$ cat src/rtl/freq_dop_mc_pkg.sv
// Shared definitions for the multi-channel square-wave generator.
package freq_dop_mc_pkg;

  // Number of clock edges between an I_load edge and the sampling of
  // I_ch_sel / I_period: two synchroniser flops plus one edge register.
  localparam int LOAD_LAT = 3;

  // Width of the channel-select port. It is never narrower than one bit,
  // so a single-channel build still has a legal port.
  function automatic int sel_w(input int n);
    return (n > 1) ? $clog2(n) : 1;
  endfunction

endpackage

$ cat src/rtl/freq_dop_ch.sv
// One square-wave channel: half-period counter, active/shadow period,
// pending flag and registered level/edge outputs.
module freq_dop_ch #(
  parameter int CW = 28
) (
  input  logic          I_clk,
  input  logic          I_reset,
  input  logic          I_en,
  input  logic          I_sync,
  input  logic          I_wr,
  input  logic [CW-1:0] I_wr_period,
  output logic          O_spd,
  output logic          O_edge,
  output logic          O_pend
);

  logic [CW-1:0] cnt_q, cnt_d;
  logic [CW-1:0] p_q, p_d;
  logic [CW-1:0] sh_q, sh_d;
  logic          spd_q, spd_d;
  logic          edge_q, edge_d;
  logic          pend_q, pend_d;
  logic          en_q;
  logic          apply;

  logic [CW-1:0] half;
  logic [CW-1:0] p_next;

  // An odd period truncates: each level lasts P/2 cycles.
  assign half   = {1'b0, p_q[CW-1:1]};
  // Period that a restart would adopt if the shadow were applied now.
  assign p_next = pend_q ? sh_q : p_q;

  // Next-state: disable, restart (sync / first enabled cycle), DC-high, count.
  always_comb begin
    // NOTE: every always_comb output gets a default first so no path infers a latch.
    cnt_d  = cnt_q;
    spd_d  = spd_q;
    edge_d = 1'b0;
    p_d    = p_q;
    apply  = 1'b0;

    if (!I_en) begin
      cnt_d = '0;
      spd_d = 1'b0;
      apply = pend_q;
    end else if (I_sync || !en_q) begin
      // Phase restart: a fresh period always begins with a full high level.
      apply  = pend_q;
      cnt_d  = '0;
      spd_d  = 1'b1;
      edge_d = (p_next >= CW'(2)) || !spd_q;
    end else if (p_q < CW'(2)) begin
      // Degenerate period: output held high, shadow applied immediately.
      apply  = pend_q;
      cnt_d  = '0;
      spd_d  = 1'b1;
      edge_d = !spd_q;
    end else if (cnt_q == half - CW'(1)) begin
      cnt_d = '0;
      spd_d = !spd_q;
      if (!spd_q) begin
        // Low-to-high toggle is the period boundary.
        apply  = pend_q;
        edge_d = 1'b1;
      end
    end else begin
      cnt_d = cnt_q + CW'(1);
    end

    if (apply) p_d = sh_q;

    // A write in the same cycle as an apply keeps the new value pending.
    pend_d = I_wr ? 1'b1 : (apply ? 1'b0 : pend_q);
    sh_d   = I_wr ? I_wr_period : sh_q;
  end

  // Channel state register.
  always_ff @(posedge I_clk or posedge I_reset) begin
    // NOTE: all channel state, including the period registers, is cleared by reset.
    if (I_reset) begin
      cnt_q  <= '0;
      p_q    <= '0;
      sh_q   <= '0;
      spd_q  <= 1'b0;
      edge_q <= 1'b0;
      pend_q <= 1'b0;
      en_q   <= 1'b0;
    end else begin
      // NOTE: sequential state uses non-blocking assignments only.
      cnt_q  <= cnt_d;
      p_q    <= p_d;
      sh_q   <= sh_d;
      spd_q  <= spd_d;
      edge_q <= edge_d;
      pend_q <= pend_d;
      en_q   <= I_en;
    end
  end

  assign O_spd  = spd_q;
  assign O_edge = edge_q;
  assign O_pend = pend_q;

endmodule

$ cat src/rtl/freq_dop_mc.sv
// Multi-channel square-wave generator: load synchroniser, channel decode
// and NCH independent channels.
module freq_dop_mc
  import freq_dop_mc_pkg::*;
#(
  parameter int NCH = 4,
  parameter int CW  = 28
) (
  input  logic                   I_clk,
  input  logic                   I_reset,
  input  logic [sel_w(NCH)-1:0]  I_ch_sel,
  input  logic [CW-1:0]          I_period,
  input  logic                   I_load,
  input  logic [NCH-1:0]         I_enable,
  input  logic                   I_sync,
  output logic [NCH-1:0]         O_spd,
  output logic [NCH-1:0]         O_edge,
  output logic [NCH-1:0]         O_pend
);

  localparam int SW = sel_w(NCH);

  logic [LOAD_LAT-1:0] sync_q;
  logic                load_rise;
  logic                ld_v_q;
  logic [SW-1:0]       ld_sel_q;
  logic [CW-1:0]       ld_per_q;

  // Rising edge seen between the second synchroniser flop and the edge register.
  assign load_rise = sync_q[LOAD_LAT-2] & ~sync_q[LOAD_LAT-1];

  // I_load synchroniser, edge register and load-sample registers.
  always_ff @(posedge I_clk or posedge I_reset) begin
    if (I_reset) begin
      sync_q   <= '0;
      ld_v_q   <= 1'b0;
      ld_sel_q <= '0;
      ld_per_q <= '0;
    end else begin
      sync_q <= {sync_q[LOAD_LAT-2:0], I_load};
      ld_v_q <= load_rise;
      if (load_rise) begin
        ld_sel_q <= I_ch_sel;
        ld_per_q <= I_period;
      end
    end
  end

  // Selects beyond NCH-1 match no channel and are dropped.
  for (genvar g = 0; g < NCH; g++) begin : g_ch
    freq_dop_ch #(
      .CW(CW)
    ) u_ch (
      .I_clk       (I_clk),
      .I_reset     (I_reset),
      .I_en        (I_enable[g]),
      .I_sync      (I_sync),
      .I_wr        (ld_v_q && (ld_sel_q == SW'(g))),
      .I_wr_period (ld_per_q),
      .O_spd       (O_spd[g]),
      .O_edge      (O_edge[g]),
      .O_pend      (O_pend[g])
    );
  end

endmodule

$ cat config.mk
export PLATFORM = sky130hd
export DESIGN_NAME = freq_dop_mc
export DESIGN_NICKNAME = d
export VERILOG_FILES = /design/src/rtl/freq_dop_mc_pkg.sv /design/src/rtl/freq_dop_ch.sv /design/src/rtl/freq_dop_mc.sv
export SDC_FILE = /design/constraint.sdc
export NUM_CORES = 1
export LEC_CHECK = 0
export ABC_AREA = 1
export CAP_MARGIN = 30
export CORE_MARGIN = 1
export CORE_UTILIZATION = 46
export DETAILED_ROUTE_END_ITERATION = 16
export GPL_TIMING_DRIVEN = 0
export PLACE_DENSITY = 0.63
export SKIP_LAST_GASP = 1
export SYNTH_ARGS = -nofsm -noshare
export SYNTH_HDL_FRONTEND = slang
export SYNTH_SLANG_ARGS = --single-unit
$ cat constraint.sdc
create_clock -name I_clk -period 18.3 [get_ports I_clk]
set_input_delay 3.66 -clock I_clk [delete_from_list [all_inputs] [get_ports I_clk]]
set_output_delay 3.66 -clock I_clk [all_outputs]
set_load 0.02 [all_outputs]
==> results of run 1 <==
-- flip-flops by register name (all words and copies together), names as in the netlist --
| signal | flops |
|---|---|
| g_ch.u_ch.O_edge | 4 |
| g_ch.u_ch.O_pend | 4 |
| g_ch.u_ch.O_spd | 4 |
| g_ch.u_ch.cnt_q | 112 |
| g_ch.u_ch.en_q | 4 |
| g_ch.u_ch.p_q | 108 |
| g_ch.u_ch.sh_q | 108 |
| ld_per_q | 27 |
| ld_sel_q | 2 |
| ld_v_q | 1 |
| sync_q | 3 |
-- power by group through the flow --
| stage | clock (mW) | combinational, mW | sequential (mW) |
|---|---|---|---|
| 2_1_floorplan | 0 | 1.12 | 1.20 |
| 3_3_place_gp | 0 | 1.36 | 1.27 |
| 3_5_place_dp | 0 | 1.39 | 1.27 |
| 4_1_cts | 0.927 | 1.40 | 1.26 |
| 5_1_grt | 0.962 | 1.60 | 1.29 |
| 6_report | 0.909 | 1.39 | 1.26 |
-- area by class of cell --
class                      instances  area [µm²]  area share [%]
multi-input combinational       2013       10200            42.9
sequential                       377        9430            39.5
clock buffer                      60        1250            5.23
inverter                         246         931            3.90
tap                              600         751            3.14
timing repair buffer              51         563            2.36
buffer                            87         503            2.10
clock inverter                    14         224           0.937
-- kinds of logic after synthesis --
family | count (synthesis) | share of synthesized area [%]
xor gates and xnor gates | 195 | 8.47
DFF | 377 | 44.7
adders and majority gates | 8 | 0.474
buffers and inverters | 333 | 6.76
and+or+nand+nor | 1619 | 34.8
AOI/OAI and AO/OA | 191 | 4.76
-- path summary, 6_finish.rpt --
| check | startpoint | to | slack, ns | depth (start not counted) |
|---|---|---|---|---|
| worst max-delay path | g_ch[3].u_ch.O_pend$_DFFE_PP0P_ | O_pend[3] | 12.75 | 2 |
| worst min-delay path | sync_q[0]$_DFF_PP0_ | sync_q[1]$_DFF_PP0_ | 0.35 | 0 |
| worst max register to register | g_ch[2].u_ch.p_q[1]$_DFFE_PP0P_ | g_ch[2].u_ch.p_q[5]$_DFFE_PP0P_ | 15.38 | 18 |
| worst min register to register | sync_q[0]$_DFF_PP0_ | sync_q[1]$_DFF_PP0_ | 0.35 | 0 |
| max in group asynchronous | I_reset | g_ch[1].u_ch.p_q[1]$_DFFE_PP0P_ | 13.38 | 4 |
| min in group asynchronous | I_reset | g_ch[3].u_ch.cnt_q[24]$_DFF_PP0_ | 3.49 | 2 |
-- per-stage QoR --
step                area, µm²  worst slack (ns)
floorplan               21100              4.17
global placement        22300            -0.210
detailed placement      22400             12.50
CTS                     23900             12.72
global route            23900             12.71
finish                  23900             12.75
-- routing by layer --
| metal | vias to the layer above | track usage (%) | wire [µm] |
|---|---|---|---|
| met5 | - | 1.25 | 81 |
| met2 | 319 | 38.5 | 24500 |
| li1 | 8856 | - | - |
| met4 | 2 | 9.32 | 1920 |
| met3 | 110 | 3.65 | 2300 |
| met1 | 8357 | 31.6 | 24700 |
-- cells in the final DEF (no fill, tap or decap), types with 20 or more instances in the layout --
| master | instances |
|---|---|
| inv_1 | 238 |
| xnor2_1 | 57 |
| nor2_2 | 27 |
| nor2_1 | 345 |
| nor3_1 | 40 |
| xor2_1 | 131 |
| buf_2 | 20 |
| nand4_1 | 38 |
| nand2_1 | 784 |
| nand3_2 | 40 |
| clkdlybuf4s50_1 | 48 |
| o21ai_0 | 159 |
| clkbuf_1 | 43 |
| nor4_1 | 41 |
| dfrtp_1 | 377 |
| clkbuf_16 | 43 |
| nand2_2 | 22 |
| nand3_1 | 216 |
==> metrics.md, run 1 <==
| Metric | Value |
|---|---|
| DRC violations left | `0` |
| CP cell instances | `buf_4 -> clkdlybuf4s50_1` |
| Synth area leaders | `dfrtp_1, nand2_1, nor2_1, xor2_1, nand3_1` |
| Most frequent cells after synthesis | `nand2_1, dfrtp_1, nor2_1` |
| I/O pins | `50` |
| Seq cells post-synth | `377` |
| Number of diodes | `0` |
| Top_reg_cell synth | `dfrtp_1` |
| P_int | `2.08 mW` |
| Hold Crit Class | `flip-flop to flip-flop` |
| Top-area cell type share of the netlist area | `44.7%` |
| Root buf cell | `clkbuf_16` |
| Vias | `17.6k` |
| Worst Path Required | `14.64 ns` |
| Tcrit/Tclk final | `30.3%` |
| Skew final | `0.0271 ns` |
| Psw | `1.48 mW` |
| Most common cell in the netlist | `nand2_1` |
| Cell taking the most area after synthesis | `dfrtp_1` |
| Cells after DPL | `3374` |
| Via/cell ratio | `5.12` |
| Vias in the first global route | `17.6k` |
| Fill cells | `4369` |
| Post-cts resize count | `0` |
| Share of cells above drive strength 1 | `8.92%` |
| Post-route insts no fill | `3448` |
| Antenna-violating nets left | `0` |
| CTS Sinks | `377` |
| DR iter-0 viols | `1138` |
| CTS tree | `built` |
| Syn. warnings | `0` |
| # setup viols final | `0` |
| GR Util All Layers | `23.7%` |
| Worst-path clk slew | `0.06 ns` |
| Setup TNS | `0 ns` |
| Post-CTS Setup Inserts | `0` |
| Worst Tran Pin Value | `0.720 ns` |
| Max Cap Viol | `0` |
| Wirelength per Cell | `15.5 µm` |
| Later-pin clock latency in the skew report | `0.59 ns` |
| CTS buffer count | `42` |
| Power Density | `149 mW/mm²` |
| Die width | `216 µm` |
| Gate power share | `39.1%` |
| Drt total wl | `53600 µm` |
| CP Buf/Inv Count | `2` |
| Pins Over Slew Limit | `0` |
| Worst Path Arrival | `1.89 ns` |
| # rows | `78` |
| Crit. End Element | `output pin` |
| Sequential share of power | `35.4%` |
| Tmin final | `5.55 ns` |
| CP max stage cell | `clkdlybuf4s50_1` |
| Critical Path Max Stage Delay | `0.58 ns` |
| Chip height | `216 µm` |
| Final hold slack | `0.347 ns` |
| Full die area | `0.0467 mm²` |
| Synthesized Nets | `2769` |
| Outcome | `finished, final reports clean` |
| First-pass GRT wire length | `89500 µm` |
| Area growth syn-to-layout | `13.2%` |
| Fraction of power spent switching nets | `41.6%` |
| Remaining Overflow, GRT | `0` |
| H-Tree Depth | `2` |
| Post-synthesis cell area | `0.0211 mm²` |
| Core footprint | `0.0453 mm²` |
| Slew headroom | `51.8%` |
| HPWL after DPL | `40100 µm` |
| Cts hold-fix bufs | `0` |
| RSZ-0062 raised after global routing | `no` |
| FFs w/ async S/R, synth | `100%` |
| Delay-heaviest family, CP | `buffers and inverters` |
| Critical path class | `flip-flop to output pin` |
| CP Launch Type | `flip-flop` |
| Clk buf depth | `3` |
| Largest net degree at the start of global routing | `130` |
| Avg Cell Area, Syn | `7.75 µm²` |
| I/O Buffers | `48` |
| Synth cell types | `54` |
| Fmax | `180 MHz` |
| Core Util, Final | `52.8%` |
| Fin. Hold Viols | `0` |
| Initial antenna violation count | `0` |
| Worst-path fanout max | `6` |
| Number of flops mapped to enable cells by yosys | `0` |
| Clock group share of total power | `25.5%` |
| VDD IR-drop max | `0.102 mV` |
| Seq/Total Area, Yosys | `44.7%` |
| Total power | `3.56 mW` |
| Mapped Cells | `2723` |
| Leak Pwr | `11.2 nW` |
| Initial core utilization | `46.6%` |
| Pre-antenna DRT Iters | `5` |
| RD Place Congestion | `0.944` |
| # nets final | `2864` |
Note: power is estimated with default switching activity, not from simulation.
==> run 2: changes to the inputs <==
--- a/config.mk
+++ b/config.mk
@@ -11,7 +11,7 @@
 export CORE_UTILIZATION = 46
 export DETAILED_ROUTE_END_ITERATION = 16
 export GPL_TIMING_DRIVEN = 0
-export PLACE_DENSITY = 0.63
+export PLACE_DENSITY = 0.65
 export SKIP_LAST_GASP = 1
 export SYNTH_ARGS = -nofsm -noshare
 export SYNTH_HDL_FRONTEND = slang
==> constraint.sdc (replaced) <==
create_clock -name I_clk -period 4.6 [get_ports I_clk]
set_input_delay 0.92 -clock I_clk [delete_from_list [all_inputs] [get_ports I_clk]]
set_output_delay 0.92 -clock I_clk [all_outputs]
set_load 0.02 [all_outputs]
==> metrics.md, run 2 (synthesized netlist as in run 1, its figures left out) <==
| Metric | Value |
|---|---|
| Outcome | `finished, final reports clean` |
| Number of diodes | `0` |
| DRC violations left | `0` |
| Area after DPL | `0.0225 mm²` |
| Core footprint | `0.0453 mm²` |
| GR Util All Layers | `23.5%` |
| Max reg flops | `112` |
| Post-cts resize count | `0` |
| # setup viols final | `0` |
| Crit. End Element | `flip-flop` |
| Post-CTS Setup Inserts | `0` |
| Pre-CTS setup slack | `1.56 ns` |
| Vias in the first global route | `17.7k` |
| Later-pin clock latency in the skew report | `0.57 ns` |
| Core Util, Final | `52.9%` |
| Root buf cell | `clkbuf_16` |
| Met1 Usage GRT | `32.0%` |
| Fill cells | `4328` |
| Top reg by flops | `g_ch.u_ch.cnt_q` |
| Max Cap Viol | `0` |
| Worst Tran Pin Value | `0.784 ns` |
| Initial antenna violation count | `0` |
| Pins Over Slew Limit | `0` |
| Leak Pwr | `11.2 nW` |
| # nets final | `2871` |
| Slew headroom | `47.5%` |
| Vias | `17.7k` |
| Largest net degree at the start of global routing | `44` |
| Commonest non-fill, non-tap cell in the layout | `nand2_1` |
| H-Tree Depth | `2` |
| Critical path class | `flip-flop to flip-flop` |
| Reg area | `0.00943 mm²` |
| CTS Sinks | `377` |
| Chip height | `216 µm` |
| Hold Crit Class | `flip-flop to flip-flop` |
| # rows | `78` |
| Remaining Overflow, GRT | `0` |
| Via/cell ratio | `5.12` |
| Worst Path Arrival | `3.38 ns` |
| Top flop regs | `g_ch.u_ch.cnt_q (112), g_ch.u_ch.p_q (108), g_ch.u_ch.sh_q (108)` |
| Routing usage on met2 | `38.9%` |
| GRT met3 Usage | `3.00%` |
| Tcrit/Tclk final | `63.4%` |
| Initial core utilization | `46.6%` |
| RD Place Congestion | `0.904` |
| Cells after DPL | `3381` |
| Full die area | `0.0467 mm²` |
| Share of cells above drive strength 1 | `9.23%` |
| Area of the multi-input gates | `0.0102 mm²` |
| Power Density | `585 mW/mm²` |
| Area growth syn-to-layout | `13.6%` |
| VDD IR-drop max | `0.333 mV` |
| Fin. Hold Viols | `0` |
| Fin area | `0.0240 mm²` |
| DR iter-0 viols | `1214` |
| Tmin final | `2.92 ns` |
| Clk buf depth | `3` |
| I/O Buffers | `48` |
| Pre-antenna DRT Iters | `5` |
| Gr busiest metal | `met2` |
| Worst-path fanout max | `10` |
| Worst-path clk slew | `0.06 ns` |
| Die width | `216 µm` |
| Worst Path Required | `5.06 ns` |
| Cts hold-fix bufs | `0` |
| Most frequent cells in the layout | `nand2_1, dfrtp_1, nor2_1, inv_1, nand3_1` |
| Fmax | `343 MHz` |
| Total power | `14.0 mW` |
| I/O pins | `50` |
| Skew final | `0.0125 ns` |
| CTS buffer count | `42` |
| CP Launch Type | `flip-flop` |
| CTS tree | `built` |
| Worst Slack Setup Final | `1.68 ns` |
| RSZ-0062 raised after global routing | `no` |
| Drt total wl | `52900 µm` |
| Wirelength per Cell | `15.3 µm` |
| First-pass GRT wire length | `89600 µm` |
| Post-route insts no fill | `3459` |
| HPWL after DPL | `40400 µm` |
| Antenna-violating nets left | `0` |
[run 2: metrics by stage]
| step | TNS, ns | hold WS, ns |
|---|---|---|
| floorplan | -521.79 | 0.331 |
| global placement | -1435.45 | 0.335 |
| detailed placement | 0 | 0.343 |
| CTS | 0 | 0.357 |
| global route | 0 | 0.359 |
| finish | 0 | 0.356 |
[run 2: power breakdown]
group | leakage [nW] | switching, mW | internal, mW
Clock | 0.712 | 1.42 | 2.04
Sequential | 4.98 | 0.951 | 4.08
Combinational | 5.50 | 3.49 | 2.03
[run 2: area by class of cell]
| class | instances | share of cell area, % |
|---|---|---|
| Inverter | 246 | 3.87 |
| Timing Repair Buffer | 58 | 2.84 |
| Sequential cell | 377 | 39.4 |
| Clock inverter | 19 | 0.877 |
| Tap cell | 600 | 3.13 |
| Buffer | 87 | 2.10 |
| Multi-Input combinational cell | 2013 | 42.7 |
| Clock buffer | 59 | 5.12 |
[run 2: path summary, 6_finish.rpt]
| check | from | to | slack [ns] | cells past startpoint |
|---|---|---|---|---|
| min in group asynchronous | I_reset | g_ch[0].u_ch.cnt_q[16]$_DFF_PP0_ | 0.80 | 2 |
| hold reg to reg | sync_q[0]$_DFF_PP0_ | sync_q[1]$_DFF_PP0_ | 0.36 | 0 |
| setup / recovery | g_ch[2].u_ch.p_q[1]$_DFFE_PP0P_ | g_ch[2].u_ch.p_q[15]$_DFFE_PP0P_ | 1.68 | 18 |
| setup reg to reg | g_ch[2].u_ch.p_q[1]$_DFFE_PP0P_ | g_ch[2].u_ch.p_q[15]$_DFFE_PP0P_ | 1.68 | 18 |
| max in group asynchronous | I_reset | g_ch[1].u_ch.cnt_q[22]$_DFF_PP0_ | 2.41 | 6 |
| hold / removal | sync_q[0]$_DFF_PP0_ | sync_q[1]$_DFF_PP0_ | 0.36 | 0 |
[run 2: critical path: stages, from the launching register on]
cell and delay (ns):
dfrtp_1 0.41, inv_1 0.11, ha_1 0.23, nand2_2 0.08, nor2_1 0.24, nand3_1 0.26, o21ai_1 0.24, nand2_1 0.07
nand2_1 0.06, nand2_1 0.04, nor2_1 0.10, nand2_1 0.06, nor2_1 0.16, nand3_1 0.12, nand3_2 0.14, nand2_2 0.15
buf_2 0.22, nand2_1 0.07, nand2_1 0.05
[run 2: metal layers]
| metal | part of all wire, % | vias up |
|---|---|---|
| li1 | - | 8885 |
| met1 | 46 | 8408 |
| met2 | 47 | 333 |
| met3 | 4.2 | 81 |
| met4 | 2.8 | 0 |
| met5 | 0 | - |
==> run 3: changes to the inputs <==
==> constraint.sdc (replaced) <==
create_clock -name I_clk -period 2.6 [get_ports I_clk]
set_input_delay 0.52 -clock I_clk [delete_from_list [all_inputs] [get_ports I_clk]]
set_output_delay 0.52 -clock I_clk [all_outputs]
set_load 0.02 [all_outputs]
==> metrics.md, run 3 (synthesized netlist as in run 1, its figures left out) <==
| Metric | Value |
|---|---|
| I/O pins | `50` |
| Root buf cell | `clkbuf_16` |
| Leak Pwr | `12.0 nW` |
| Setup TNS | `-0.993 ns` |
| Vias | `18.2k` |
| # nets final | `2950` |
| Core Util, Final | `57.6%` |
| # rows | `78` |
| Initial antenna violation count | `0` |
| FF-to-FF setup slack | `-0.06 ns` |
| Tcrit/Tclk final | `102%` |
| Full die area | `0.0467 mm²` |
| Commonest non-fill, non-tap cell in the layout | `nand2_1` |
| Sequential share of power | `33.8%` |
| # setup viols final | `32` |
| Max reg flops | `112` |
| Max Cap Viol | `0` |
| Outcome | `finished, violations left` |
| Largest net degree at the start of global routing | `44` |
| DRC violations left | `0` |
| FF-to-FF End | `g_ch[3].u_ch.p_q[17]$_DFFE_PP0P_` |
| Top reg by flops | `g_ch.u_ch.cnt_q` |
| Crit. End Element | `flip-flop` |
| Gate power share | `43.8%` |
| Pre-antenna DRT Iters | `5` |
| Top flop regs | `g_ch.u_ch.cnt_q (112), g_ch.u_ch.p_q (108), g_ch.u_ch.sh_q (108)` |
| Hold path start | `sync_q[0]$_DFF_PP0_` |
| GR Util All Layers | `23.6%` |
| Antenna-violating nets left | `0` |
| Core footprint | `0.0453 mm²` |
| HPWL after DPL | `40400 µm` |
| Cells after DPL | `3381` |
| Worst Tran Pin Value | `0.762 ns` |
| VDD IR-drop max | `0.624 mV` |
| Worst Slack Setup Final | `-0.0639 ns` |
| CTS tree | `built` |
| Most frequent cells in the layout | `nand2_1, dfrtp_1, nor2_1, inv_1, nand3_1` |
| Hold Crit Class | `flip-flop to flip-flop` |
| Hold endpoint | `sync_q[1]$_DFF_PP0_` |
| Worst-path clk slew | `0.06 ns` |
| Share of cells above drive strength 1 | `19.4%` |
| Worst Path Required | `3.05 ns` |
| Pins Over Slew Limit | `0` |
| Failing checks | `setup timing` |
| Power Density | `1050 mW/mm²` |
| CTS buffer count | `42` |
| Later-pin clock latency in the skew report | `0.57 ns` |
| P_int | `15.7 mW` |
| DR iter-0 viols | `1236` |
| RSZ-0062 raised after global routing | `yes` |
| Via/cell ratio | `5.16` |
| CTS Sinks | `377` |
| Worst-path fanout max | `7` |
| Wirelength per Cell | `15.8 µm` |
| Drt total wl | `56000 µm` |
| Psw | `11.5 mW` |
| Fmax | `375 MHz` |
| Critical path class | `flip-flop to flip-flop` |
| Clk buf depth | `3` |
| Remaining Overflow, GRT | `0` |
| Fraction of power spent switching nets | `42.3%` |
| Hold depth | `0` |
| Die width | `216 µm` |
| Area growth syn-to-layout | `23.6%` |
| Vias in the first global route | `17.7k` |
| First-pass GRT wire length | `89900 µm` |
| Clock group share of total power | `22.5%` |
| RR Startpoint | `g_ch[3].u_ch.p_q[1]$_DFFE_PP0P_` |
| Skew final | `0.0135 ns` |
| Worst Path Arrival | `3.11 ns` |
| Total power | `27.3 mW` |
| CP Launch Type | `flip-flop` |
| Tmin final | `2.66 ns` |
| Slew headroom | `49.0%` |
| Chip height | `216 µm` |
| Number of diodes | `0` |
| Fin. Hold Viols | `0` |
| Post-route insts no fill | `3538` |
| Cell depth of the worst flop-to-flop path | `16` |
| H-Tree Depth | `2` |
| I/O Buffers | `48` |
| Initial core utilization | `46.6%` |
| RD Place Congestion | `0.904` |
[run 3: cell types whose count changed in the layout (fill, tap and decap cells not counted), moves of 13 or more]
cell / before / now
buf_4: 17 / 68
buf_8: 1 / 14
clkbuf_16: 43 / 58
dfrtp_1: 377 / 352
dfrtp_2: 0 / 25
nand2_1: 784 / 669
nand2_2: 22 / 104
nand2_4: 4 / 34
nor2_1: 345 / 298
nor2_2: 27 / 47
nor2_4: 15 / 43
[run 3: power by group through the flow]
stage | logic [mW] | registers, mW | clock network (mW)
after global routing | 13.4 | 9.39 | 6.51
final | 11.9 | 9.20 | 6.13
after global placement | 9.48 | 8.95 | 0
after floorplan | 7.85 | 8.44 | 0
after CTS | 9.98 | 8.90 | 6.25
after detailed placement | 9.74 | 8.98 | 0
[run 3: area by class of cell]
type | count | area [µm²]
well taps | 600 | 751
clock buffers | 59 | 1230
multi-input cells | 2015 | 11300
plain buffers | 86 | 618
flip-flops and latches | 377 | 9470
inverters | 246 | 927
clock inverters | 19 | 210
repair buffers | 136 | 1610
fillers | 4077 | 19200
[run 3: repair_timing]
action                     in CTS  in global routing
hold buffers                    0                  0
pin swaps                       4                 87
setup endpoints to repair     163                221
gates resized for setup        29                333
gates cloned                    0                 19
setup buffers                   3                 58
[run 3: how the worst max path moves through the flow]
stage,startpoint,end,cells past startpoint,slack [ns]
2_1_floorplan,I_reset,g_ch[0].u_ch.O_edge$_DFF_PP0_,1,-2.98
3_3_place_gp,I_reset,g_ch[1].u_ch.cnt_q[4]$_DFF_PP0_,2,-5.45
3_5_place_dp,g_ch[2].u_ch.p_q[1]$_DFFE_PP0P_,g_ch[2].u_ch.p_q[9]$_DFFE_PP0P_,18,-0.32
4_1_cts,g_ch[2].u_ch.p_q[11]$_DFFE_PP0P_,g_ch[2].u_ch.p_q[9]$_DFFE_PP0P_,19,0.0005
5_1_grt,g_ch[3].u_ch.p_q[1]$_DFFE_PP0P_,g_ch[3].u_ch.p_q[17]$_DFFE_PP0P_,16,-0.23
6_report,g_ch[3].u_ch.p_q[1]$_DFFE_PP0P_,g_ch[3].u_ch.p_q[17]$_DFFE_PP0P_,16,-0.06
[run 3: worst max-delay path, stage by stage, from the launching register on]
cell and delay [ns]:
dfrtp_1 0.42, inv_2 0.12, ha_4 0.17, nand3_4 0.11, nor2_8 0.22, buf_6 0.13, xor2_2 0.16, nand2_1 0.09
nor3_2 0.18, nand2_1 0.10, nor2_4 0.15, nand3_2 0.12, nand3_4 0.16, nand2_8 0.11, clkbuf_16 0.20, nand2_2 0.05
nand2_1 0.05
[run 3: stage by stage]
stage | hold slack, ns | cell area [µm²] | setup slack [ns]
floorplan | 0.331 | 21100 | -2.98
global placement | 0.335 | 22300 | -5.45
detailed placement | 0.343 | 22500 | -0.317
CTS | 0.357 | 24100 | 0.000482
global route | 0.359 | 26100 | -0.234
finish | 0.356 | 26100 | -0.0639
[run 3: layer usage]
| layer | track usage, % | part of all wire, % | up-vias |
|---|---|---|---|
| met3 | 3.03 | 4.2 | 105 |
| met2 | 39.1 | 47 | 390 |
| met4 | 7.70 | 3.1 | 0 |
| li1 | - | - | 9053 |
| met1 | 32.0 | 45 | 8691 |
| met5 | 0 | 0 | - |
